File: config.mk
export PLATFORM = sky130hd
export DESIGN_NAME = stream_fifo_flat
export DESIGN_NICKNAME = d
export VERILOG_FILES = /design/src/rtl/stream_fifo_if.sv /design/src/rtl/stream_fifo.sv /design/src/flat_wrapper.sv
export SDC_FILE = /design/constraint.sdc
export NUM_CORES = 1
export LEC_CHECK = 0
export CAP_MARGIN = 5
export CELL_PAD_IN_SITES_DETAIL_PLACEMENT = 1
export CELL_PAD_IN_SITES_GLOBAL_PLACEMENT = 2
export CORE_ASPECT_RATIO = 1.1
export CORE_MARGIN = 1
export CORE_UTILIZATION = 47
export CTS_CLUSTER_DIAMETER = 100
export DETAILED_ROUTE_END_ITERATION = 7
export PLACE_DENSITY_LB_ADDON = 0.05
export SLEW_MARGIN = 20
export SYNTH_ARGS = -nofsm -noshare
export SYNTH_HDL_FRONTEND = slang
export SYNTH_SLANG_ARGS = --single-unit
File: constraint.sdc
create_clock -name clk -period 3.36 [get_ports clk]
set_clock_uncertainty 0.2 [all_clocks]
set_input_delay 0.504 -clock clk [delete_from_list [all_inputs] [get_ports clk]]
set_output_delay 0.504 -clock clk [all_outputs]
set_load 0.005 [all_outputs]
File: src/rtl/stream_fifo_if.sv
// Handshake bundle between a stream producer/consumer pair and stream_fifo.
// Write side, read side and status flags share one interface.
interface stream_fifo_if #(
  parameter int WIDTH = 13,
  parameter int DEPTH = 16
);
  localparam int AW = $clog2(DEPTH);

  logic             flush;
  logic [WIDTH-1:0] in;
  logic             in_valid;
  logic             in_ready;
  logic [WIDTH-1:0] out;
  logic             out_valid;
  logic             out_ready;
  logic             out_last;
  logic [AW:0]      count;
  logic             full;
  logic             almost_full;
  logic             overflow;

  modport master (
    output flush, in, in_valid, out_ready,
    input  in_ready, out, out_valid, out_last, count, full, almost_full, overflow
  );

  modport slave (
    input  flush, in, in_valid, out_ready,
    output in_ready, out, out_valid, out_last, count, full, almost_full, overflow
  );
endinterface

File: src/rtl/stream_fifo.sv
// First-word-fall-through FIFO for coefficient streams, with backpressure,
// occupancy count, almost-full flag, synchronous flush and sticky overflow.
module stream_fifo #(
  parameter int WIDTH        = 13,
  parameter int DEPTH        = 16,
  parameter int AFULL_THRESH = DEPTH - 2
) (
  input  logic          clk,
  input  logic          resetn,
  stream_fifo_if.slave  bus
);
  localparam int          AW      = $clog2(DEPTH);
  localparam logic [AW:0] ONE     = (AW+1)'(1);
  localparam logic [AW:0] AFULL_C = (AW+1)'(AFULL_THRESH);

  logic [WIDTH-1:0] mem_q [DEPTH];
  logic [AW:0]      wp_q, wp_d;
  logic [AW:0]      rp_q, rp_d;
  logic [AW:0]      count_q, count_d;
  logic             overflow_q, overflow_d;
  logic             full, empty, push, pop;

  // Pointers carry one extra wrap bit so full and empty are distinguishable.
  assign empty = (wp_q == rp_q);
  assign full  = (wp_q[AW] != rp_q[AW]) && (wp_q[AW-1:0] == rp_q[AW-1:0]);
  assign push  = bus.in_valid && !full;
  assign pop   = !empty && bus.out_ready;

  always_comb begin
    wp_d       = wp_q;
    rp_d       = rp_q;
    count_d    = count_q;
    overflow_d = overflow_q | (bus.in_valid & full);
    if (bus.flush) begin
      wp_d    = '0;
      rp_d    = '0;
      count_d = '0;
    end else begin
      if (push) wp_d = wp_q + ONE;
      if (pop)  rp_d = rp_q + ONE;
      case ({push, pop})
        2'b10:   count_d = count_q + ONE;
        2'b01:   count_d = count_q - ONE;
        default: count_d = count_q;
      endcase
    end
  end

  always_ff @(posedge clk) begin
    if (!resetn) begin
      wp_q       <= '0;
      rp_q       <= '0;
      count_q    <= '0;
      overflow_q <= 1'b0;
    end else begin
      wp_q       <= wp_d;
      rp_q       <= rp_d;
      count_q    <= count_d;
      overflow_q <= overflow_d;
    end
  end

  // Storage is deliberately left unreset; only the pointers define validity.
  always_ff @(posedge clk) begin
    if (push && !bus.flush) mem_q[wp_q[AW-1:0]] <= bus.in;
  end

  assign bus.in_ready    = !full;
  assign bus.out         = mem_q[rp_q[AW-1:0]];
  assign bus.out_valid   = !empty;
  assign bus.out_last    = (count_q == ONE);
  assign bus.count       = count_q;
  assign bus.full        = full;
  assign bus.almost_full = (count_q >= AFULL_C);
  assign bus.overflow    = overflow_q;
endmodule

File: src/flat_wrapper.sv
// flat-port wrapper written by rule: the top's interface ports become plain ports
module stream_fifo_flat 
#(
  parameter int WIDTH        = 13,
  parameter int DEPTH        = 16,
  parameter int AFULL_THRESH = DEPTH - 2
)
  (clk, resetn, bus_flush, bus_in, bus_in_valid, bus_out_ready, bus_in_ready, bus_out, bus_out_valid, bus_out_last, bus_count, bus_full, bus_almost_full, bus_overflow);
  stream_fifo_if #(.WIDTH(WIDTH), .DEPTH(DEPTH)) bus_i ();
  input  logic clk;
  input  logic resetn;
  input wire logic [$bits(bus_i.flush)-1:0] bus_flush;
  input wire logic [$bits(bus_i.in)-1:0] bus_in;
  input wire logic [$bits(bus_i.in_valid)-1:0] bus_in_valid;
  input wire logic [$bits(bus_i.out_ready)-1:0] bus_out_ready;
  output wire logic [$bits(bus_i.in_ready)-1:0] bus_in_ready;
  output wire logic [$bits(bus_i.out)-1:0] bus_out;
  output wire logic [$bits(bus_i.out_valid)-1:0] bus_out_valid;
  output wire logic [$bits(bus_i.out_last)-1:0] bus_out_last;
  output wire logic [$bits(bus_i.count)-1:0] bus_count;
  output wire logic [$bits(bus_i.full)-1:0] bus_full;
  output wire logic [$bits(bus_i.almost_full)-1:0] bus_almost_full;
  output wire logic [$bits(bus_i.overflow)-1:0] bus_overflow;
  assign bus_i.flush = bus_flush;
  assign bus_i.in = bus_in;
  assign bus_i.in_valid = bus_in_valid;
  assign bus_i.out_ready = bus_out_ready;
  assign bus_in_ready = bus_i.in_ready;
  assign bus_out = bus_i.out;
  assign bus_out_valid = bus_i.out_valid;
  assign bus_out_last = bus_i.out_last;
  assign bus_count = bus_i.count;
  assign bus_full = bus_i.full;
  assign bus_almost_full = bus_i.almost_full;
  assign bus_overflow = bus_i.overflow;
  stream_fifo #(.WIDTH(WIDTH), .DEPTH(DEPTH), .AFULL_THRESH(AFULL_THRESH)) u_core (.clk(clk), .resetn(resetn), .bus(bus_i));
endmodule
==> results of run 1 <==
power by group through the flow:
stage	Clock [mW]	Sequential, mW	Combinational (mW)
after global routing	2.61	3.12	0.215
after floorplan	0	3.17	0.0895
final	2.47	3.12	0.197
after global placement	0	3.18	0.191
after detailed placement	0	3.18	0.197
after CTS	2.52	3.12	0.195
stage by stage:
| stage | cells | utilization, % |
|---|---|---|
| 2_1_floorplan | 433 | - |
| 4_1_cts | 779 | 58.3 |
| 6_report | 788 | 58.9 |
| 3_5_place_dp | 734 | 54.3 |
| 5_1_grt | 788 | 58.9 |
| 3_3_place_gp | 734 | 54.3 |
state kept, by name (all words and copies together), names as in the netlist, named ones only:
name                 count
u_core.mem_q           208
u_core.wp_q              5
u_core.bus.overflow      1
u_core.bus.count         5
u_core.rp_q              5
timing repair:
| item | 4_1_cts | 5_1_grt |
|---|---|---|
| setup endpoints to repair | 12 | 6 |
| buffers inserted | 1 | 8 |
| gates resized for setup | 7 | 5 |
| gates cloned | 0 | 1 |
cells in the mapped netlist, types with 3 or more instances:
cell      number
nand2b_1       8
clkbuf_1      11
nand2_1       14
xnor2_1        7
nand4_1        6
dfxtp_1       20
edfxtp_1     208
mux2i_1        7
nor4_1         8
mux4_2        65
o211ai_1       3
buf_4          6
a21oi_1        7
o21ai_0        4
ha_1          10
nor3_1         9
nor2_1         4
xor2_1         3
buf_2          3
inv_1          8
layout make-up:
| cell class | instances | area, sq um |
|---|---|---|
| fillers | 1619 | 7650 |
| flip-flops and latches | 228 | 6650 |
| multi-input cells | 176 | 2350 |
| repair buffers | 89 | 881 |
| clock buffers | 30 | 644 |
| well taps | 243 | 304 |
| clock inverters | 14 | 95.1 |
| inverters | 8 | 30.0 |
layer usage:
metal  part of all wire (%)  wire, microns  up-vias  GRT usage, %
met4                    1.4            282        0          5.22
met3                    6.0           1190       18          3.12
met2                     54          10500      130          37.0
met1                     39           7670     2379          27.3
li1                       -              -     2004             -
met5                      0              0        -             0
logic make-up after synthesis:
family                     after synthesis
buffers and inverters                   29
DFF                                    228
adders and majority gates               10
AOI/OAI and AO/OA                       24
and+or+nand+nor                         60
xor gates and xnor gates                10
muxes                                   72
worst paths after layout:
| check | start | endpoint | slack, ns | cells past startpoint |
|---|---|---|---|---|
| max | flip-flop | bus_out[7] | 0.07 | 4 |
| min | u_core.bus.overflow | u_core.bus.overflow | 0.28 | 1 |
| max reg2reg | u_core.rp_q[4] | u_core.mem_q[4][6] | 0.64 | 5 |
| min reg2reg | u_core.bus.overflow | u_core.bus.overflow | 0.28 | 1 |
==> insert_results.sql, run 1 <==
INSERT INTO impl_metrics (metric_group, metric, value, unit) VALUES
('run_status', 'result_of_the_run', 'finished, final reports clean', ''),
('placed_design', 'pre_cts_ws', '0.428', 'ns'),
('detailed_routing', 'wirelength', '19700', 'microns'),
('setup_path', 'timing.critical_path.mode_cell', 'mux4_2', ''),
('detailed_routing', 'vias_per_cell', '5.75', ''),
('final_layout', 'layout.cells.most_common', 'edfxtp_1', ''),
('final_layout', 'drive_above_1_share', '30.6', '%'),
('die', 'die_area', '19800', 'sq um'),
('detailed_routing', 'antenna_left', '0', ''),
('power', 'vdd_ir_drop_max', '436', 'uV'),
('cts', 'clock_insertion_delay_worst_skew', '0.50', 'ns'),
('synth', 'post_synth_fa_ha_maj_area_fraction', '1.38', '%'),
('setup_path', 'timing.critical_path.buf_inv', '2', ''),
('min_path', 'hold_class', 'reg2reg', ''),
('power', 'switching_share', '19.8', '%'),
('global_routing', 'number_of_global_route_vias_before_repair', '4961', ''),
('setup_path', 'start_kind', 'flip-flop', ''),
('placed_design', 'detailedPlacementHpwl', '12000', 'microns'),
('setup_path', 'worst_path_dominant_cell_family', 'multiplexers', ''),
('die', 'core_region_area', '18600', 'sq um'),
('power', 'netSwitchingPower', '1.14', 'mW'),
('power', 'internal_power', '4.63', 'mW'),
('final_layout', 'commonest_cells_after_routing_fill_and_taps_aside', '208 x edfxtp_1, 65 x mux4_2, 39 x buf_4', ''),
('timing', 'fin_setup_tns', '0', 'ns'),
('synth', 'post_synth_mux_area_share', '17.0', '%'),
('cts', 'clkSlewWorstSetupHoldPaths', '0.06', 'ns'),
('synth', 'share_of_synthesized_area_occupied_by_flip_flops_and_latches', '73.5', '%'),
('final_layout', 'areaGrowthSynthToFinish', '21.1', '%'),
('timing', 'final_count_of_pins_violating_max_slew', '0', ''),
('synth', 'synthDominantCellAreaShare', '69.0', '%'),
('synth', 'post_synth_xor_area_fraction', '0.968', '%'),
('placed_design', 'number_of_i_o_port_buffers', '41', ''),
('cts', 'ctsRootBufferMaster', 'clkbuf_16', ''),
('timing', 'final.hold.worst_slack', '0.282', 'ns'),
('synth', 'syn-num-nets', '461', ''),
('setup_path', 'cp_cell_sequence', 'buf_12, mux4_2, mux4_2, clkdlybuf4s50_1', ''),
('global_routing', 'grt_remaining_overflow', '0', ''),
('timing', 'timing_hold_violations_final', '0', ''),
('synth', 'netlist.top_cell.by_area', 'edfxtp_1', ''),
('synth', 'synth_compound_area_share', '1.88', '%'),
('die', 'floorplan.die.height', '148', 'microns'),
('die', 'die_width', '134', 'microns'),
('global_routing', 'grt_antenna_before_repair', '0', ''),
('final_layout', 'finished_layout_cell_area', '11000', 'sq um'),
('cts', 'clock-sinks', '228', ''),
('cts', 'bufs_on_longest_clock_path', '3', ''),
('detailed_routing', 'drt-wirelength-per-cell', '25.0', 'microns'),
('power', 'total_power', '5.78', 'mW'),
('timing', 'postLayoutSetupSlackWorst', '0.0684', 'ns'),
('timing', 'min_period_over_period', '98.0', '%'),
('synth', 'yosys_warnings', '0', ''),
('timing', 'setup_viol', '0', ''),
('detailed_routing', 'detailedRoute.firstPassIterationCount', '5', ''),
('setup_path', 'timing.critical_path.slowest_stage_cell', 'mux4_2', ''),
('timing', 'grt_setup_unrepaired', 'no', ''),
('cts', 'tritoncts.num_buffers', '24', ''),
('synth', 'postSynthRegisterBits', '228', ''),
('synth', 'asr_flop_ratio_synth', '0', '%'),
('global_routing', 'pin_count_of_the_biggest_net_entering_global_routing', '53', ''),
('final_layout', 'antenna-diode-count', '0', ''),
('cts', 'holdBufCountCts', '0', ''),
('synth', 'post_synth_design_cell_area', '9050', 'sq um'),
('setup_path', 'slowest_delay', '0.51', 'ns'),
('synth', 'simple_logic_cell_fraction_of_the_synthesized_area', '3.76', '%'),
('placed_design', 'dpl_cell_area', '10100', 'sq um'),
('synth', 'synth_cells', '433', ''),
('timing', 'max_slew.worst_pin.slew', '0.725', 'ns'),
('power', 'pwr-share-comb', '3.4', '%'),
('setup_path', 'worstPathMaxFanout', '8', ''),
('detailed_routing', 'drtIter0Drc', '300', ''),
('placed_design', 'gp_routability_congestion', '0.753', '');
Note: power is estimated with default switching activity, not from simulation.
==> run 2: changes to the inputs <==
--- a/config.mk
+++ b/config.mk
@@ -9,7 +9,7 @@
 export CELL_PAD_IN_SITES_DETAIL_PLACEMENT = 1
 export CELL_PAD_IN_SITES_GLOBAL_PLACEMENT = 2
 export CORE_ASPECT_RATIO = 1.1
-export CORE_MARGIN = 1
+export CORE_MARGIN = 5
 export CORE_UTILIZATION = 47
 export CTS_CLUSTER_DIAMETER = 100
 export DETAILED_ROUTE_END_ITERATION = 7
==> insert_results.sql, run 2 (synthesis results as in run 1) <==
INSERT INTO impl_metrics (metric_group, metric, value, unit) VALUES
('run_status', 'result_of_the_run', 'finished, final reports clean', ''),
('setup_path', 'start_kind', 'flip-flop', ''),
('timing', 'final.hold.worst_slack', '0.279', 'ns'),
('final_layout', 'multi_input_comb_area', '2350', 'sq um'),
('timing', 'max_freq', '0.301', 'GHz'),
('cts', 'holdBufCountCts', '0', ''),
('setup_path', 'endpoint_arrival_time_on_the_critical_path', '2.62', 'ns'),
('final_layout', 'drive_above_1_share', '31.9', '%'),
('timing', 'setup_viol', '0', ''),
('setup_path', 'cp_data_required_time', '2.66', 'ns'),
('cts', 'cts-htree-levels', '1', ''),
('cts', 'clock-sinks', '228', ''),
('detailed_routing', 'vias_per_cell', '5.71', ''),
('cts', 'cts_tree', 'built', ''),
('detailed_routing', 'antenna_left', '0', ''),
('cts', 'ctsRootBufferMaster', 'clkbuf_16', ''),
('final_layout', 'layout.cells.most_common', 'edfxtp_1', ''),
('min_path', 'hold_class', 'reg2reg', ''),
('setup_path', 'slowest_delay', '0.53', 'ns'),
('job', 'drv_cap', '0', ''),
('cts', 'clkSlewWorstSetupHoldPaths', '0.06', 'ns'),
('detailed_routing', 'route.vias.total', '4521', ''),
('timing', 'grt_setup_unrepaired', 'yes', ''),
('placed_design', 'gp_routability_congestion', '0.768', ''),
('die', 'floorplan.die.height', '156', 'microns'),
('timing', 'final_count_of_pins_violating_max_slew', '0', ''),
('die', 'initial_utilization', '47.5', '%'),
('power', 'leakage_dissipation', '3.44', 'nW'),
('placed_design', 'pre_cts_ws', '0.314', 'ns'),
('timing', 'fin_setup_tns', '0', 'ns'),
('detailed_routing', 'detailedRoute.firstPassIterationCount', '4', ''),
('global_routing', 'groute.usage.overall', '18.9', '%'),
('die', 'die_width', '142', 'microns'),
('cts', 'bufs_on_longest_clock_path', '3', ''),
('power', 'power-per-cell-area', '528', 'nW/um^2'),
('final_layout', 'layout.core_utilization', '57.3', '%'),
('die', 'num_rows', '53', ''),
('setup_path', 'worstPathMaxFanout', '13', ''),
('die', 'core_region_area', '19000', 'sq um'),
('final_layout', 'areaGrowthSynthToFinish', '20.6', '%'),
('setup_path', 'timing.critical_path.mode_cell', 'mux4_2', ''),
('setup_path', 'timing.critical_path.buf_inv', '2', ''),
('global_routing', 'grt_first_pass_wirelength', '30800', 'microns'),
('cts', 'clock_insertion_delay_worst_skew', '0.50', 'ns'),
('global_routing', 'number_of_global_route_vias_before_repair', '4939', ''),
('timing', 'min_period_over_period', '98.8', '%'),
('final_layout', 'nNetsFinal', '556', ''),
('detailed_routing', 'drcViolationCount', '0', ''),
('setup_path', 'cp_cell_sequence', 'buf_12, mux4_2, mux4_2, clkdlybuf4s50_1', ''),
('placed_design', 'number_of_i_o_port_buffers', '41', ''),
('timing', 'timing_hold_violations_final', '0', ''),
('global_routing', 'grt_antenna_before_repair', '0', ''),
('global_routing', 'pin_count_of_the_biggest_net_entering_global_routing', '53', ''),
('timing', 'max_slew.worst_pin.slew', '0.639', 'ns'),
('final_layout', 'register_area', '6650', 'sq um'),
('setup_path', 'worstSetupPathType', 'reg2out', ''),
('setup_path', 'critPathCaptureType', 'output pin', ''),
('global_routing', 'grt_remaining_overflow', '0', ''),
('power', 'vdd_ir_drop_max', '315', 'uV'),
('final_layout', 'antenna-diode-count', '0', ''),
('timing', 'timing.max_slew.rel_slack', '57.1', '%'),
('timing', 'timing.final.crit_period', '3.32', 'ns'),
('setup_path', 'timing.critical_path.slowest_stage_cell', 'mux4_2', ''),
('die', 'die_area', '22100', 'sq um'),
('die', 'floorplan.io_pins', '42', ''),
('detailed_routing', 'drt-wirelength-per-cell', '25.8', 'microns'),
('placed_design', 'detailedPlacementHpwl', '12000', 'microns'),
('final_layout', 'commonest_cells_after_routing_fill_and_taps_aside', '208 x edfxtp_1, 65 x mux4_2, 44 x buf_4', ''),
('detailed_routing', 'wirelength', '20400', 'microns'),
('cts', 'tritoncts.num_buffers', '23', ''),
('setup_path', 'worst_path_dominant_cell_family', 'multiplexers', ''),
('final_layout', 'fillers', '1629', ''),
('timing', 'postLayoutSetupSlackWorst', '0.0395', 'ns'),
('final_layout', 'largest_register_ffs', '208', ''),
('detailed_routing', 'drtIter0Drc', '264', '');
run 2: cell types whose count changed in the layout (fill, tap and decap cells not counted), sizes merged:
| cell | change |
|---|---|
| clkbuf | -3 |
| clkinv | -3 |
| buf | +3 |
| dlymetal6s2s | -3 |
| inv | +3 |
| clkdlybuf4s50 | +3 |
run 2: path summary, 6_finish.rpt:
path                                           from                   to  slack (ns)  cells past startpoint
worst max-delay path                      flip-flop           bus_out[9]        0.04                      4
worst min-delay path            u_core.bus.overflow  u_core.bus.overflow        0.28                      1
worst max register to register       u_core.rp_q[0]  u_core.bus.count[3]        0.67                      8
worst min register to register  u_core.bus.overflow  u_core.bus.overflow        0.28                      1
run 2: metal layers:
layer	global-route usage (%)	vias up	part of all wire, %
li1	-	2000	-
met1	24.7	2392	41
met2	32.9	98	52
met3	2.83	31	4.0
met4	5.48	0	2.4
met5	0	-	0
run 2: where the power goes:
group,switching [mW],internal (mW),leakage (nW),total [mW]
Clock,1.05,1.39,0.355,2.44
Sequential,0.00875,3.11,2.04,3.11
Combinational,0.106,0.0981,1.05,0.204
Total,1.17,4.60,3.44,5.76
run 2: repair_timing:
| action | 4_1_cts | 5_1_grt |
|---|---|---|
| endpoints found under the hold margin | 0 | 0 |
| pin swaps | 0 | 0 |
| resized for setup | 7 | 3 |
| buffers inserted | 3 | 15 |
| setup endpoints to repair | 11 | 6 |
run 2: area by class of cell:
cell class	count	share of cell area, %
clock buffer	28	5.63
tap	247	2.83
clock inverter	14	1.03
multi-input combinational	176	21.5
sequential	228	60.9
inverter	8	0.275
timing repair buffer	91	7.78
run 2: stage by stage:
| stage | instances | power, mW | area, sq um |
|---|---|---|---|
| after floorplan | 433 | 3.26 | 9050 |
| after global placement | 732 | 3.37 | 10000 |
| after detailed placement | 732 | 3.38 | 10000 |
| after CTS | 777 | 5.81 | 10800 |
| after global routing | 792 | 5.96 | 10900 |
| final | 792 | 5.76 | 10900 |
